## config.mk

```make
export PLATFORM = sky130hd
export DESIGN_NAME = bin_to_bcd_seq_flat
export DESIGN_NICKNAME = d
export VERILOG_FILES = /design/src/rtl/bin_to_bcd_seq_if.sv /design/src/rtl/bin_to_bcd_seq.sv /design/src/flat_wrapper.sv
export SDC_FILE = /design/constraint.sdc
export NUM_CORES = 1
export LEC_CHECK = 0
export CORE_ASPECT_RATIO = 1.1
export CORE_MARGIN = 1
export CORE_UTILIZATION = 25
export CTS_BUF_LIST = sky130_fd_sc_hd__clkbuf_4
export CTS_CLUSTER_SIZE = 28
export DETAILED_ROUTE_END_ITERATION = 10
export DONT_BUFFER_PORTS = 1
export PLACE_DENSITY = 0.43
export SLEW_MARGIN = 20
export SYNTH_ARGS = -nofsm -noshare
export SYNTH_HDL_FRONTEND = slang
export SYNTH_SLANG_ARGS = --single-unit
```

## constraint.sdc

```tcl
create_clock -name clk -period 2.6 [get_ports clk]
set_input_delay 0.26 -clock clk [delete_from_list [all_inputs] [get_ports clk]]
set_output_delay 0.26 -clock clk [all_outputs]
set_load 0.005 [all_outputs]
```

## src/rtl/bin_to_bcd_seq_if.sv

```systemverilog
// Handshake and result bundle between a binary source and the bin_to_bcd_seq converter.
// The blank flags exist only when BCD_BLANK_EN is defined.
interface bin_to_bcd_seq_if #(
    parameter int BIN_W  = 9,
    parameter int DIGITS = 3
);
    logic                  start;
    logic [BIN_W-1:0]      bin;
    logic                  busy;
    logic                  done;
    logic [4*DIGITS-1:0]   bcd;
`ifdef BCD_BLANK_EN
    logic [DIGITS-1:0]     blank;

    modport master (output start, output bin, input busy, input done, input bcd, input blank);
    modport slave  (input start, input bin, output busy, output done, output bcd, output blank);
`else
    modport master (output start, output bin, input busy, input done, input bcd);
    modport slave  (input start, input bin, output busy, output done, output bcd);
`endif
endinterface

```

## src/rtl/bin_to_bcd_seq.sv

```systemverilog
// Sequential double-dabble binary-to-BCD converter, one input bit per clock.
// Optional leading-zero blank flags are enabled with the BCD_BLANK_EN macro.
module bin_to_bcd_seq #(
    parameter int BIN_W  = 9,
    parameter int DIGITS = 3
) (
    input  logic            clk,
    input  logic            reset,
    bin_to_bcd_seq_if.slave bus
);

    localparam int SW = 4*DIGITS + BIN_W;
    localparam int CW = $clog2(BIN_W + 1);
    localparam int BW = 4*DIGITS;

    function automatic longint pow10(input int n);
        longint p;
        p = 64'd1;
        for (int i = 0; i < n; i++) begin
            p = p * 64'd10;
        end
        return p;
    endfunction

    localparam longint MAX_BIN = (64'd1 << BIN_W) - 64'd1;

    generate
        if (pow10(DIGITS) <= MAX_BIN) begin : g_param_check
            $error("bin_to_bcd_seq: DIGITS too small for BIN_W");
        end
    endgenerate

    // No carry between nibbles: a digit <= 4 never exceeds 9 after doubling.
    function automatic logic [BW-1:0] add3(input logic [BW-1:0] f);
        logic [BW-1:0] r;
        r = f;
        for (int k = 0; k < DIGITS; k++) begin
            if (f[4*k +: 4] >= 4'd5) begin
                r[4*k +: 4] = f[4*k +: 4] + 4'd3;
            end else begin
                r[4*k +: 4] = f[4*k +: 4];
            end
        end
        return r;
    endfunction

`ifdef BCD_BLANK_EN
    function automatic logic [DIGITS-1:0] blank_of(input logic [BW-1:0] f);
        logic [DIGITS-1:0] r;
        logic              zero_above;
        r          = {DIGITS{1'b0}};
        zero_above = 1'b1;
        for (int k = DIGITS-1; k >= 1; k--) begin
            zero_above = zero_above & (f[4*k +: 4] == 4'd0);
            r[k]       = zero_above;
        end
        return r;
    endfunction
`endif

    typedef enum logic [1:0] {
        IDLE = 2'd0,
        CONV = 2'd1,
        LOAD = 2'd2
    } state_t;

    state_t          state_r, state_s;
    logic [SW-1:0]   sr_r, sr_s;
    logic [SW-1:0]   adj_s;
    logic [CW-1:0]   cnt_r, cnt_s;
    logic            busy_r, busy_s;
    logic            done_r, done_s;
    logic [BW-1:0]   bcd_r, bcd_s;
`ifdef BCD_BLANK_EN
    logic [DIGITS-1:0] blank_r, blank_s;
`endif

    // Next-state and datapath decode.
    always_comb begin
        state_s = state_r;
        sr_s    = sr_r;
        cnt_s   = cnt_r;
        busy_s  = busy_r;
        done_s  = 1'b0;
        bcd_s   = bcd_r;
`ifdef BCD_BLANK_EN
        blank_s = blank_r;
`endif
        adj_s   = {add3(sr_r[SW-1:BIN_W]), sr_r[BIN_W-1:0]};
        case (state_r)
            IDLE: begin
                if (bus.start) begin
                    sr_s    = {{BW{1'b0}}, bus.bin};
                    cnt_s   = CW'(BIN_W);
                    busy_s  = 1'b1;
                    state_s = CONV;
                end else begin
                    state_s = IDLE;
                end
            end
            CONV: begin
                sr_s  = {adj_s[SW-2:0], 1'b0};
                cnt_s = cnt_r - CW'(1);
                if (cnt_r == CW'(1)) begin
                    state_s = LOAD;
                end else begin
                    state_s = CONV;
                end
            end
            LOAD: begin
                bcd_s   = sr_r[SW-1:BIN_W];
`ifdef BCD_BLANK_EN
                blank_s = blank_of(sr_r[SW-1:BIN_W]);
`endif
                done_s  = 1'b1;
                busy_s  = 1'b0;
                state_s = IDLE;
            end
            default: begin
                busy_s  = 1'b0;
                state_s = IDLE;
            end
        endcase
    end

    // State and output registers; reset aborts any conversion in flight.
    always_ff @(posedge clk or posedge reset) begin
        if (reset) begin
            state_r <= IDLE;
            sr_r    <= {SW{1'b0}};
            cnt_r   <= {CW{1'b0}};
            busy_r  <= 1'b0;
            done_r  <= 1'b0;
            bcd_r   <= {BW{1'b0}};
`ifdef BCD_BLANK_EN
            blank_r <= {DIGITS{1'b0}};
`endif
        end else begin
            state_r <= state_s;
            sr_r    <= sr_s;
            cnt_r   <= cnt_s;
            busy_r  <= busy_s;
            done_r  <= done_s;
            bcd_r   <= bcd_s;
`ifdef BCD_BLANK_EN
            blank_r <= blank_s;
`endif
        end
    end

    assign bus.busy  = busy_r;
    assign bus.done  = done_r;
    assign bus.bcd   = bcd_r;
`ifdef BCD_BLANK_EN
    assign bus.blank = blank_r;
`endif

endmodule

```

## src/flat_wrapper.sv

```systemverilog
// flat-port wrapper written by rule: the top's interface ports become plain ports
module bin_to_bcd_seq_flat 
#(
    parameter int BIN_W  = 9,
    parameter int DIGITS = 3
)
  (clk, reset, bus_start, bus_bin, bus_busy, bus_done, bus_bcd);
  bin_to_bcd_seq_if #(.BIN_W(BIN_W), .DIGITS(DIGITS)) bus_i ();
  input  logic clk;
  input  logic reset;
  input wire logic [$bits(bus_i.start)-1:0] bus_start;
  input wire logic [$bits(bus_i.bin)-1:0] bus_bin;
  output wire logic [$bits(bus_i.busy)-1:0] bus_busy;
  output wire logic [$bits(bus_i.done)-1:0] bus_done;
  output wire logic [$bits(bus_i.bcd)-1:0] bus_bcd;
  assign bus_i.start = bus_start;
  assign bus_i.bin = bus_bin;
  assign bus_busy = bus_i.busy;
  assign bus_done = bus_i.done;
  assign bus_bcd = bus_i.bcd;
  bin_to_bcd_seq #(.BIN_W(BIN_W), .DIGITS(DIGITS)) u_core (.clk(clk), .reset(reset), .bus(bus_i));
endmodule
```

### Word-level counts from Yosys, hierarchy flattened

Index checks and enable logic that the tools add are counted.

* add/sub/neg operators: 4
* magnitude comparators: 3
* multiply operators: 0
* divide/modulo/power cells: 0
* muxes and demuxes: 13
* shift operators: 0
* equal/unequal tests: 4
* bitwise operators: 1
* reductions and logical operators: 4

Operator list (count)
* 21-bit case mux with 2 select lines: 1
* 21-bit 2-to-1 mux: 1
* 4-bit by 3-bit greater-or-equal comparator with 1-bit output, second input constant: 3
* 4-bit 2-to-1 mux: 3
* 4-bit by 2-bit adder with 4-bit output, second input constant: 2
* 4-bit case mux with 2 select lines: 1
* 4-bit by 1-bit == test with 1-bit output, second input constant: 1
* 2-bit case mux with 2 select lines: 1
* 2-bit AND reduction: 2
* 4-bit by 1-bit subtractor with 4-bit output, second input constant: 1
* 3-bit by 2-bit adder with 3-bit output, second input constant: 1
* 1-bit 2-to-1 mux: 3
* 3-bit 2-to-1 mux: 1
* 2-bit by 1-bit == test with 1-bit output, second input constant: 1
* 2-bit == test, second input constant: 1
* 2-bit logical NOT: 1
* 2-bit 2-to-1 mux: 1
* 2-bit inequality test, second input constant: 1
* 1-bit case mux with 2 select lines: 1
* 2-bit nonzero test: 1
* 1-bit NOT: 1

* ROM bits: 0
* bits in writable memories: 0
* register bits after elaboration: 41
* memories: 0
* latch bits: 0
* output and inout port bits: 14

### Logic depth before layout (Yosys ltp)

* depth after elaboration: 3
* mapped depth: 5

### Least setup slack after synthesis

Ideal clock, no wire load.

* kind: flip-flop to flip-flop
* start point: register u_core.sr_r[13]
* end point: register u_core.sr_r[17]
* stages on the path, launching flop included: 6
* arrival: 1211 ps
* data required time: 2499 ps
* path buffers: 0
* slack: 1289 ps
* library setup time: 101 ps
* period minus slack after synthesis: 1311 ps
* cells stage by stage: dfrtp_1 inv_1 ha_1 nor2b_1 o21a_1 o32ai_1

* word-level cells in the longest chain between the ends: 3
* elaborated cells on any way between the ends: 4
* classes of those cells: add/sub (1); order compare (1); mux (2)

RTL lines
* from (decl): RTL line bin_to_bcd_seq.sv:68 `logic [SW-1:0] sr_r, sr_s;`
* from (signal assigned): RTL line bin_to_bcd_seq.sv:130 `sr_r <= {SW{1'b0}};`
* from (signal assigned): RTL line bin_to_bcd_seq.sv:140 `sr_r <= sr_s;`
* 4-bit by 2-bit adder with 4-bit output or 4-bit by 3-bit greater-or-equal comparator with 1-bit output (tied branches): RTL line bin_to_bcd_seq.sv:39, bin_to_bcd_seq.sv:38
* 4-bit 2-to-1 mux *: RTL line bin_to_bcd_seq.sv:38 `if (f[4*k +: 4] >= 4'd5) begin`
* 21-bit case mux with 2 select lines *: RTL line bin_to_bcd_seq.sv:90 `case (state_r)`

Mark *: on every way between the ends. The rest lies on a longest branch, timed or not.
A chain may end at the register's enable or synchronous reset.

### Worst setup path in the final report

* start point: register u_core.state_r[1]
* end point: register u_core.bcd_r[9], in the netlist u_core.bus.bcd[9]

* word-level cells in the longest chain between the ends: 1

RTL lines
* from (decl): RTL line bin_to_bcd_seq.sv:67 `state_t state_r, state_s;`
* from (signal assigned): RTL line bin_to_bcd_seq.sv:139 `state_r <= state_s;`
* 2-bit == test: RTL line bin_to_bcd_seq.sv:90
* to (signal assigned): RTL line bin_to_bcd_seq.sv:134 `bcd_r <= {BW{1'b0}};`
* to (signal assigned): RTL line bin_to_bcd_seq.sv:144 `bcd_r <= bcd_s;`
* to (decl): RTL line bin_to_bcd_seq.sv:73 `logic [BW-1:0] bcd_r, bcd_s;`

No other way between the ends.

==> impl_metrics.csv <==
group,metric,value,unit
outcome,status,"finished, final reports clean",
floorplan,die_w,87.27,um
synthesis,synthFlopType,"dfrtp_1",
global_route,gr-usage-met2,16.15,%
routing,drtIter0Drc,51,
worst_hold_path,worstHoldPathType,"input pin to register",
floorplan,io_pins,26,
worst_setup_path,r2r_slack,1.04,ns
synthesis,synth_area_leader_cell,"dfrtp_1",
cts,cts_buffers,5,
layout,fin_area,0.002147,sq mm
layout,final_cell_mix,"dfrtp_1 (41), nand2_1 (16), inv_1 (15)",
power,power.density,1158,mW/mm^2
synthesis,ys_seq_area_share,51.31,%
sta,min_period,1.556,ns
synthesis,synthAdderAreaFrac,5.006,%
worst_setup_path,cp_cell_sequence,"nor2b_4 -> mux2_2",
global_route,grt_pass1_wl,6831,um
worst_setup_path,crit_path_end_kind,"register",
synthesis,yosysTopAreaCellShare,51.31,%
sta,setup_ws,1.044,ns
routing,ant_nets,0,
layout,final_common_cell,"dfrtp_1",
place,post_dp_cell_area,0.002088,sq mm
layout,multi_input_area,848.3,sq um
worst_hold_path,min_delay_worst_endpoint,"u_core.sr_r[4]",
synthesis,netlist_top_cells_area,"dfrtp_1 (51%), mux2_2 (6.2%), ha_1 (5.0%)",
synthesis,synthArstFlopShare,100.0,%
worst_setup_path,startpoint_type,"register",
sta,rsz0062_at_grt,"false",
sta,fin_tns_setup,0,ns
worst_setup_path,crit_family,"flip-flops",
layout,antenna_cells,0,
layout,regArea,0.001026,sq mm
routing,routed_wl,4131,um
global_route,grtUsageTotal,10.90,%
synthesis,synth.avg_cell_area,10.99,sq um
synthesis,yosys_warnings,0,
routing,wl_per_cell,14.29,um
sta,setup_viol,0,
place,place.port_buffers,0,
sta,period_share,59.86,%
sta,fmax,0.6425,GHz
worst_setup_path,worstReg2RegEnd,"u_core.bus.bcd[9]",
synthesis,synth_xor_area_share,0.8761,%
layout,fillCellCount,819,
routing,num_vias,1319,
synthesis,synth_compound_area_share,18.90,%
global_route,antenna_found_initial,0,
routing,via_per_inst,4.564,
synthesis,ys_ff_latch,41,
cts,cts_buffer_depth,2,
synthesis,synth-simple-area-share,10.39,%
layout,final_layout_size_suffix_gt1_share,11.96,%
synthesis,syn_inst,182,
power,ir_drop,0.0003341,V
sta,fin_skew,0.007209,ns
cts,path_clk_slew,0.12,ns
routing,drt-pass1-iter-count,3,
worst_hold_path,min-delay-start,"bus_bin[4]",
cts,insertion_delay,0.34,ns
routing,drc_errors,0,
layout,final_util,28.26,%
global_route,grt_max_degree,23,
global_route,grt_pass1_vias,1351,
floorplan,core,0.007597,sq mm
global_route,grt_overflow,0,
worst_setup_path,cp.depth,2,
worst_setup_path,critPathMaxStageDelay,0.59,ns
worst_setup_path,critical_path_required,2.84,ns
place,dp_slack,1.030,ns
run,cap_viol_max_count,0,
place,placed_cells,281,
cts,cts_root_buf,"clkbuf_4",
worst_setup_path,path_buf_inv,0,
synthesis,synth_cell_types,34,
floorplan,start_util,26.32,%
worst_setup_path,worstPathArrival,1.79,ns
floorplan,dieArea,0.008360,sq mm
global_route,met3_usage,3.774,%
floorplan,die_y,95.80,um
cts,ctsResizeCount,0,
worst_setup_path,path_max_fanout,13,
synthesis,synthMuxAreaShare,7.259,%
sta,slew_viol_final,0,
worst_setup_path,rr_worst_depth,2,
sta,slew_headroom,45.34,%
power,p_leak,0.0009507,uW
synthesis,mappedNetlistNets,202,
synthesis,syn_area,0.001999,sq mm
synthesis,synth_top_family_by_area,"compound AO/OA/AOI/OAI gates",
cts,cts_tree,"yes",
place,gp_congestion,0.7235,
worst_setup_path,crit_slowest_cell,"dfrtp_1",
cts,cts.sinks,41,
layout,final_cells,289,
worst_setup_path,r2r-start,"u_core.state_r[1]",
layout,area_growth,7.384,%
worst_hold_path,hold_depth,2,
cts,h-tree-depth,2,
layout,nets,204,
sta,worst_slew_pin_slew,0.8149,ns
worst_setup_path,critPathKind,"register to register",
global_route,busiest_layer,"met2",
synthesis,synth_edf_count,0,
sta,hold_violations,0,
floorplan,placementRows,33,
global_route,use_met1,14.74,%
place,hpwl,2785,um
## cells in the mapped netlist, drive strengths merged (2+ instances only)
library cell,count
a22oi,4
nor2b,9
inv,16
a31oi,5
o2111ai,6
o21ai,9
o21a,3
ha,8
mux2,12
a21oi,6
nand2,16
a32o,4
dfrtp,41
buf,9
o31ai,3
o211ai,3
o221ai,3
xnor2,2
nor2,7
o32ai,2
nand2b,5
## state kept, by name, summed over array words and instances (netlist names)
register and cells:
u_core.sr_r 21, u_core.state_r 2, u_core.bus.busy 1, u_core.bus.done 1, u_core.cnt_r 4, u_core.bus.bcd 12
## cell families after synthesis
| group | after synthesis |
|---|---|
| multiplexers | 13 |
| buffers and inverters | 25 |
| AO/OA/AOI/OAI | 52 |
| AND/OR/NAND/NOR | 41 |
| flip-flops | 41 |
| XOR/XNOR | 2 |
| adder cells (fa/ha/maj) | 8 |
## metal layers
| metal | vias up | share of wire (%) |
|---|---|---|
| met5 | - | 0 |
| li1 | 653 | - |
| met2 | 20 | 45 |
| met4 | 0 | 1.3 |
| met1 | 642 | 50 |
| met3 | 4 | 3.8 |
## worst reg2reg max path, delay by kind of cell (launching register included)
kind | cells | cell delay [ns]
simple gates | 1 | 0.48
flops | 1 | 0.59
mux | 1 | 0.39
## power breakdown
group,internal (uW),total (uW),switching (uW)
Clock,109,318,209
Combinational,473,1020,550
Sequential,905,1140,240
Total,1490,2490,999
## metrics by stage
step,power [uW],hold WS (ns)
2_1_floorplan,1973,0.4100
3_3_place_gp,2199,0.2425
3_5_place_dp,2197,0.2489
4_1_cts,2522,0.04608
5_1_grt,2735,0.02844
6_report,2486,0.06082
## what timing repair did
action                    CTS  global route
setup buffers               0             0
hold endpoints to repair   21             0
hold buffers                1             0
## worst max path at each step
stage | from | endpoint | slack [ns]
after CTS | u_core.state_r[1] | u_core.bus.bcd[9] | 1.01
final | u_core.state_r[1] | u_core.bus.bcd[9] | 1.04
after detailed placement | u_core.state_r[1] | u_core.bus.bcd[9] | 1.03
after global placement | u_core.state_r[1] | u_core.bus.bcd[9] | 1.05
after global routing | u_core.state_r[0] | u_core.sr_r[12] | 0.88
after floorplan | u_core.sr_r[13] | u_core.sr_r[17] | 1.29
## layout make-up
class                           count  area share, %
Sequential cell                    41          47.79
Multi-Input combinational cell    116          39.51
Tap cell                          105          6.119
Inverter                           16          2.797
Clock buffer                        6          2.098
Timing Repair Buffer                4          1.515
Clock inverter                      1         0.1748
Power figures use the tool's default switching activity.
